File: config.mk
export PLATFORM = sky130hd
export DESIGN_NAME = note_detector
export DESIGN_NICKNAME = d
export VERILOG_FILES = /design/src/rtl/note_detector.sv
export SDC_FILE = /design/constraint.sdc
export NUM_CORES = 1
export LEC_CHECK = 0
export ABC_AREA = 1
export CAP_MARGIN = 30
export CORE_ASPECT_RATIO = 0.8
export CORE_MARGIN = 4
export CORE_UTILIZATION = 32
export DETAILED_ROUTE_END_ITERATION = 8
export PLACE_DENSITY = 0.59
export SYNTH_ARGS = -nofsm -noshare
export SYNTH_HDL_FRONTEND = slang
export SYNTH_SLANG_ARGS = --single-unit
File: constraint.sdc
create_clock -name clk -period 2.8 [get_ports clk]
set_input_delay 0.84 -clock clk [delete_from_list [all_inputs] [get_ports clk]]
set_output_delay 0.84 -clock clk [all_outputs]
set_load 0.02 [all_outputs]
File: src/rtl/note_detector.sv
// note_detector: measures the period of a 1-bit square-wave input and reports
// which of six notes (C,D,E,F,G,A) it matches, once the same class has been
// seen on CONFIRM consecutive periods. Silence is detected by a period timeout.
module note_detector #(
  parameter int unsigned CLK_FREQ = 25000000,
  parameter int unsigned TOL      = 1000,
  parameter int unsigned CONFIRM  = 3,
  parameter int unsigned TIMEOUT  = 131072
) (
  input  logic       clk,
  input  logic       reset,
  input  logic       sound_in,
  output logic       note_valid,
  output logic [2:0] note_id,
  output logic [5:0] note_onehot,
  output logic       note_change
);

  localparam int unsigned CW = $clog2(TIMEOUT + 1);
  localparam int unsigned KW = $clog2(CONFIRM + 1);

  // Nominal period in clocks for each note frequency.
  localparam int unsigned P_C = 2 * (CLK_FREQ / (2 * 262) + 1);
  localparam int unsigned P_D = 2 * (CLK_FREQ / (2 * 294) + 1);
  localparam int unsigned P_E = 2 * (CLK_FREQ / (2 * 330) + 1);
  localparam int unsigned P_F = 2 * (CLK_FREQ / (2 * 349) + 1);
  localparam int unsigned P_G = 2 * (CLK_FREQ / (2 * 392) + 1);
  localparam int unsigned P_A = 2 * (CLK_FREQ / (2 * 440) + 1);

  localparam logic [CW-1:0] CNT_MAX = CW'(TIMEOUT);
  localparam logic [KW-1:0] CNT_CONFIRM = KW'(CONFIRM);

  // Class encoding doubles as the note_id output encoding (NONE shows as 7).
  typedef enum logic [2:0] {
    NOTE_C    = 3'd0,
    NOTE_D    = 3'd1,
    NOTE_E    = 3'd2,
    NOTE_F    = 3'd3,
    NOTE_G    = 3'd4,
    NOTE_A    = 3'd5,
    NOTE_NONE = 3'd7
  } note_e;

  typedef enum logic {
    DISARMED = 1'b0,
    ARMED    = 1'b1
  } arm_e;

  logic          sync1, sync2, sync3;
  logic          rise;
  logic [CW-1:0] cnt, cnt_n;
  logic [KW-1:0] count, count_n;
  logic [31:0]   period;
  note_e         cls;
  note_e         cand, cand_n;
  note_e         out_id, id_n;
  arm_e          state, state_n;
  logic          valid_n, change_n;

  // Written as per + TOL >= nom so that nom - TOL can never underflow.
  function automatic logic in_window(input logic [31:0] per, input int unsigned nom);
    return (per + TOL >= nom) && (per <= nom + TOL);
  endfunction

  // Two-flop synchroniser plus one delay flop for rising-edge detection.
  always_ff @(posedge clk) begin
    if (reset) begin
      sync1 <= 1'b0;
      sync2 <= 1'b0;
      sync3 <= 1'b0;
    end else begin
      sync1 <= sound_in;
      sync2 <= sync1;
      sync3 <= sync2;
    end
  end

  assign rise   = sync2 & ~sync3;
  assign period = {{(32 - CW){1'b0}}, cnt};

  // Classify the current counter value as a period; windows never overlap.
  always_comb begin
    cls = NOTE_NONE;
    if      (in_window(period, P_C)) cls = NOTE_C;
    else if (in_window(period, P_D)) cls = NOTE_D;
    else if (in_window(period, P_E)) cls = NOTE_E;
    else if (in_window(period, P_F)) cls = NOTE_F;
    else if (in_window(period, P_G)) cls = NOTE_G;
    else if (in_window(period, P_A)) cls = NOTE_A;
  end

  // State and datapath registers.
  always_ff @(posedge clk) begin
    if (reset) begin
      state       <= DISARMED;
      cnt         <= '0;
      cand        <= NOTE_NONE;
      count       <= '0;
      out_id      <= NOTE_NONE;
      note_valid  <= 1'b0;
      note_change <= 1'b0;
    end else begin
      state       <= state_n;
      cnt         <= cnt_n;
      cand        <= cand_n;
      count       <= count_n;
      out_id      <= id_n;
      note_valid  <= valid_n;
      note_change <= change_n;
    end
  end

  // Arm/streak/timeout next-state logic; a rise takes priority over timeout,
  // so a rise on the saturated count is classified (as NONE) rather than dropped.
  always_comb begin
    state_n  = state;
    cnt_n    = (cnt == CNT_MAX) ? cnt : cnt + CW'(1);
    cand_n   = cand;
    count_n  = count;
    id_n     = out_id;
    valid_n  = note_valid;
    change_n = 1'b0;
    if (rise) begin
      cnt_n = CW'(1);
      if (state == DISARMED) begin
        state_n = ARMED;
      end else begin
        if (cls == cand) begin
          if (count != CNT_CONFIRM) count_n = count + KW'(1);
        end else begin
          cand_n  = cls;
          count_n = KW'(1);
        end
        if (count_n == CNT_CONFIRM && cand_n != out_id) begin
          id_n     = cand_n;
          valid_n  = (cand_n != NOTE_NONE);
          change_n = 1'b1;
        end
      end
    end else if (state == ARMED && cnt == CNT_MAX) begin
      state_n  = DISARMED;
      cand_n   = NOTE_NONE;
      count_n  = '0;
      id_n     = NOTE_NONE;
      valid_n  = 1'b0;
      change_n = note_valid;
    end
  end

  assign note_id = out_id;

  // One-hot view of the registered note, same bit order as the generator.
  always_comb begin
    note_onehot = '0;
    if (note_valid) begin
      case (out_id)
        NOTE_C:  note_onehot = 6'b000001;
        NOTE_D:  note_onehot = 6'b000010;
        NOTE_E:  note_onehot = 6'b000100;
        NOTE_F:  note_onehot = 6'b001000;
        NOTE_G:  note_onehot = 6'b010000;
        NOTE_A:  note_onehot = 6'b100000;
        default: note_onehot = '0;
      endcase
    end
  end

endmodule

Word-level counts from Yosys, hierarchy flattened:

Cells that the tools add are included.

* bits of input ports: 3
* logic and storage cells: 90
* flip-flop bits (word level): 32

* magnitude comparators: 12
* $add $sub $neg: 3
* reductions and logical operators: 13
* bitwise logic cells: 2
* eq/ne operators: 14
* mux-type cells: 35

Operators by type and width (number)
* $ge 32x17->1 const B: 4
* $le 18x17->1 const B: 4
* $mux 3: 13
* $le 18x16->1 const B: 2
* $pmux 6 s6: 1
* $ge 32x16->1 const B: 1
* $add 18x10->19 const B: 1
* $ge 19x16->1 const B: 1
* $add 18x1->18 const B: 1
* $eq 18x18->1 const B: 1
* $mux 2: 9
* $mux 1: 11
* $logic_and 1x1->1: 8
* $eq 3x2->1 const B: 2
* $eq 3x3->1 const B: 2
* $mux 6: 1
* $ne 2x1->1 const B: 2
* $ne 2x2->1 const B: 2
* $eq 3x1->1 const B: 1
* $eq 3x3->1: 1
* $logic_not 3->1: 1
* $ne 3x3->1: 1
* $ne 3x3->1 const B: 1
* $reduce_and 3->1: 1
* 7 further kinds: 7

Depth between registers and ports, before layout:

* depth in word-level cells: 18
* mapped depth: 26
* mapped depth without buffers: 26

Least setup slack after synthesis:

Ideal clock, no wire load.

* kind: reg2reg
* start: register cnt[3]
* end: register note_valid
* path slack: 0.300 ns
* data required time: 2.685 ns
* stages on the path, launching flop included: 20
* clock period less this slack: 2.500 ns
* buffers on the path: 0
* arrival: 2.384 ns
* cell sequence: dfxtp_1 > ha_1 > nor2_4 > nand3_2 > nand3_2 > nand2_1 > nand2_2 > nand3_4 > nor2_8 > nand3_4 > o21bai_4 > nand2_2 > nor2_4 > nand2_1 > nand2_1 > nand3_2 > nor2_4 > nand3_4 > a21oi_1 > nor2_1

* longest elaborated chain between the ends: 17
* elaborated cells on any way between the ends: 44
* those cells by class: 1 x add/sub; 12 x order compare; 6 x eq/ne; 15 x mux; 10 x reduce/logical

Ends and longest elaborated chain
* start, declared: RTL line 51 `logic [CW-1:0] cnt, cnt_n;`
* start signal, assigned: RTL line 104 `cnt <= cnt_n;`
* $add 18x10->19: RTL line 62 `return (per + TOL >= nom) && (per <= nom + TOL);`
* $ge 19x16->1: RTL line 62
* $logic_and 1x1->1: RTL line 62
* $mux 2: RTL line 89 `else if (in_window(period, P_A)) cls = NOTE_A;`
* $mux 2: RTL line 88 `else if (in_window(period, P_G)) cls = NOTE_G;`
* $mux 3: RTL line 87 `else if (in_window(period, P_F)) cls = NOTE_F;`
* $mux 3: RTL line 86 `else if (in_window(period, P_E)) cls = NOTE_E;`
* $mux 3: RTL line 85 `else if (in_window(period, P_D)) cls = NOTE_D;`
* $mux 3: RTL line 84 `if (in_window(period, P_C)) cls = NOTE_C;`
* $eq 3x3->1: RTL line 128 `if (cls == cand) begin`
* $mux 3 or $mux 2 (tied branches): RTL line 128
* $mux 3 or $mux 2 (tied branches): RTL line 125 `if (state == DISARMED) begin`
* $mux 3 or $mux 2 (tied branches): RTL line 123 `if (rise) begin`
* $ne 3x3->1 (tied with other cells): RTL line 134 `if (count_n == CNT_CONFIRM && cand_n != out_id) begin`
* $logic_and 1x1->1 or $mux 1 (tied branches): RTL line 134
* $ne 2x1->1 (no line) or $mux 1 (tied branches)
* $reduce_and 3->1 (no line) or $mux 1 (tied branches)
* end signal, assigned: RTL line 108 `note_valid <= valid_n;`
* end, declared: RTL line 13 `output logic note_valid,`

Several ways; a longest one is shown, not always the timed one. The select of a mux whose other input is x is not followed.
A chain may end at the register's enable or synchronous reset.

Worst setup path in the final report:

* start: register cnt[3]
* end: register note_change

* longest elaborated chain between the ends: 18
* elaborated cells on any way between the ends: 41
* those cells by class: 1 x add/sub; 12 x order compare; 4 x eq/ne; 16 x mux; 8 x reduce/logical

Ends and longest elaborated chain
* $add 18x10->19: RTL line 62
* $ge 19x16->1: RTL line 62
* $logic_and 1x1->1: RTL line 62
* $mux 2: RTL line 89
* $mux 2: RTL line 88
* $mux 3: RTL line 87
* $mux 3: RTL line 86
* $mux 3: RTL line 85
* [... 2 more ...]
* $mux 3 or $mux 2 (tied branches): RTL line 128
* $mux 3 or $mux 2 (tied branches): RTL line 125
* $mux 3 or $mux 2 (tied branches): RTL line 123
* $ne 3x3->1 or $eq 2x2->1 (tied branches): RTL line 134
* $logic_and 1x1->1: RTL line 134
* $mux 1: RTL line 134
* $mux 1: RTL line 125
* $mux 1 *: RTL line 123
* end signal, assigned: RTL line 109 `note_change <= change_n;`
* end, declared: RTL line 16 `output logic note_change`

Every way passes the cells marked *; elsewhere a longest branch is shown, timed or not. The select of a mux whose other input is x is not followed.

==> metrics.txt <==
r2r startpoint=cnt[3]$_SDFFE_PP0P_; RSZ-0062 raised after global routing=true; reported leakage power=1.79 nW; Starting DRT DRC Count=423; worst-path maximum fanout=6; commonest non-fill, non-tap cell in the layout=nand2_1; area occupied by multi-input gates=2240 sq um; first-pass GRT wire length=16600 microns; Layout Cell Area excl Fill=3920 sq um; vias in the first global route=3246; TritonCTS clock tree=built; via count=3615; IO Port Bufs=13; initial antenna violation count=0; Max Clock Skew=5.12 ps; mean area per synthesized cell=5.85 sq um; Synth Instances=520; CP Launch Point=cnt[3]$_SDFFE_PP0P_; CP Data Arrival Time=2960 ps; WL final=10700 microns; CTS Buf Count=5; clock insertion delay at the later pin of the skew report=280 ps; Mapped Area=3040 sq um; vias per cell=5.28; diode count=0; Final nets=578; Reg area=662 sq um; post-place setup slack=53.0 ps; routability cong.=1.00; Seq/Total Area, Yosys=0.211; die footprint=11100 sq um; GRT Overall Usage=0.192; Core Util, Final=0.428; Hold-fix buffers, CTS=0; Residual DRC=0; final std cells w/o fill=685; Setup TNS Final=0 ps; Initial Utilization=0.332; Fillers=924; drt first pass iters=5; R2R cell count=19; Fin Hold WS=400 ps; Slew headroom=0.657; CTS Buffer Depth=2; number of flops mapped to enable cells by yosys=0; Hold Path Class=register to register; Hold Vio Cnt, Final=0; Least-Margin Pin Slew=510 ps; FP Rows=31; Tcrit/Tclk final=0.980; total gr overflow=0; reg2reg setup slack=60 ps; die width=117 microns; share of the synthesized area in the top cell type=0.211; CP endpoint=note_change$_SDFF_PP0_; status=completed; die boundary height=95.2 microns; CTS H-Tree Depth=2; DRT antenna net count=0; share of cells above drive strength 1=0.240; f_max=364 MHz; I/O pin count=14; Required @ worst endpoint=3020 ps; Pwr Total=1.20 mW; Synth-to-Final Area Change=28.7%; Synth Flop Type=dfxtp_1; CP Class=register to register; clock transition at the registers of the reported paths=60 ps; Final WS setup=55.3 ps; library cells used by synthesis=41; dpl cell area=3450 sq um; routed length per instance=15.6 microns; Tmin final=2740 ps; pin count of the biggest net entering global routing=15; worst flop-to-flop path endpoint=note_change$_SDFF_PP0_; placed instance count=664; Synth area leaders=dfxtp_1 21%, nand2_1 19%, nor2_1 8.9%; area leader, netlist=dfxtp_1; ys async rst share=0; post-DP HPWL=8390 microns; Seq cells post-synth=32; Syn Nets=529; clock sink count=32; # setup viols final=0; Core Box Area=9150 sq um; crit start category=register; MaxCap Viol Count=0; pwr dens=305 nW/um^2; Yosys Warn Count=0; worst vdd ir=0.263 mV; commonest non-fill, non-tap cells in the layout=142 x nand2_1, 67 x nor2_1, 48 x nand3_1, 47 x inv_1, 40 x buf_4; Crit. End Element=register; Final Max Slew Viols=0; clk root buf=clkbuf_16
-- repair_timing --
item | CTS | global route
gates resized for setup | 0 | 56
buffers inserted | 0 | 13
endpoints found under the setup margin | 0 | 7
-- report_power, final --
part / switching (mW) / total, mW / internal, mW / leakage (nW)
Sequential: 0.00894 / 0.468 / 0.459 / 0.265
Clock: 0.196 / 0.664 / 0.468 / 0.0901
Combinational: 0.0421 / 0.0635 / 0.0214 / 1.44
-- synthesized netlist by cell type, types with 2 or more instances --
cell / count
nand3_4: 4
buf_4: 2
o21bai_1: 2
o21ai_1: 2
nand3_1: 52
nor2_2: 3
nand4_1: 11
or2_2: 2
clkbuf_1: 3
nor3_1: 15
nand2_2: 12
ha_1: 6
nand3_2: 4
o21ai_0: 18
nand2_4: 2
nor4_1: 2
dfxtp_1: 32
buf_6: 3
nor2_8: 2
inv_1: 50
clkbuf_2: 2
xor2_1: 3
buf_2: 4
a31oi_1: 3
a21oi_1: 27
nor2_4: 6
clkinv_1: 2
inv_2: 8
nand2_1: 154
nor2_1: 72
nand3b_1: 2
-- how the worst min path moves through the flow --
stage                      from                to  cells past startpoint
2_1_floorplan  sync1$_SDFF_PP0_  sync2$_SDFF_PP0_                      2
3_3_place_gp   sync1$_SDFF_PP0_  sync2$_SDFF_PP0_                      2
3_5_place_dp   sync1$_SDFF_PP0_  sync2$_SDFF_PP0_                      2
4_1_cts        sync1$_SDFF_PP0_  sync2$_SDFF_PP0_                      2
5_1_grt        sync1$_SDFF_PP0_  sync2$_SDFF_PP0_                      2
6_report       sync1$_SDFF_PP0_  sync2$_SDFF_PP0_                      2
-- layer usage --
| layer | up-vias | wire length (microns) | track usage |
|---|---|---|---|
| li1 | 1785 | - | - |
| met5 | - | 0 | 0 |
| met2 | 177 | 4260 | 0.261 |
| met4 | 0 | 236 | 0.0564 |
| met3 | 23 | 1090 | 0.0311 |
| met1 | 1630 | 5100 | 0.301 |
-- final cells by class --
class,count,share of cell area
sequential,32,0.169
timing repair buffer,56,0.118
clock inverter,1,0.00767
clock buffer,7,0.0390
tap,115,0.0367
inverter,60,0.0575
multi-input combinational,414,0.572
-- critical path: stages, from the launching register on --
cell      delay, ps
dfxtp_4         360
ha_4            180
nor2_4          210
nand3_4         140
nand3_4         100
nand2_2          50
nand2_2          90
nand3_4         110
nor2_8          160
nand3_4          90
o21bai_4        200
nand2_4          80
nor2_4          130
nand2_1          60
nand2_1          70
nand3_2          80
nor2_4          170
nand3_4         130
nand2_4         110
and3_1          160
-- sequential cells by signal (all words and copies together) (netlist names) --
register     cells
count            2
sync1            1
cnt             18
note_change      1
sync2            1
sync3            1
state            1
note_id          3
cand             3
note_valid       1
-- cell families after synthesis --
kind of cell | share of synthesized area
fa+ha+maj | 0.0247
xor+xnor | 0.00864
buf+inv | 0.104
flops | 0.211
compound gates | 0.113
simple gates | 0.539
(Power assumes the default switching activity.)
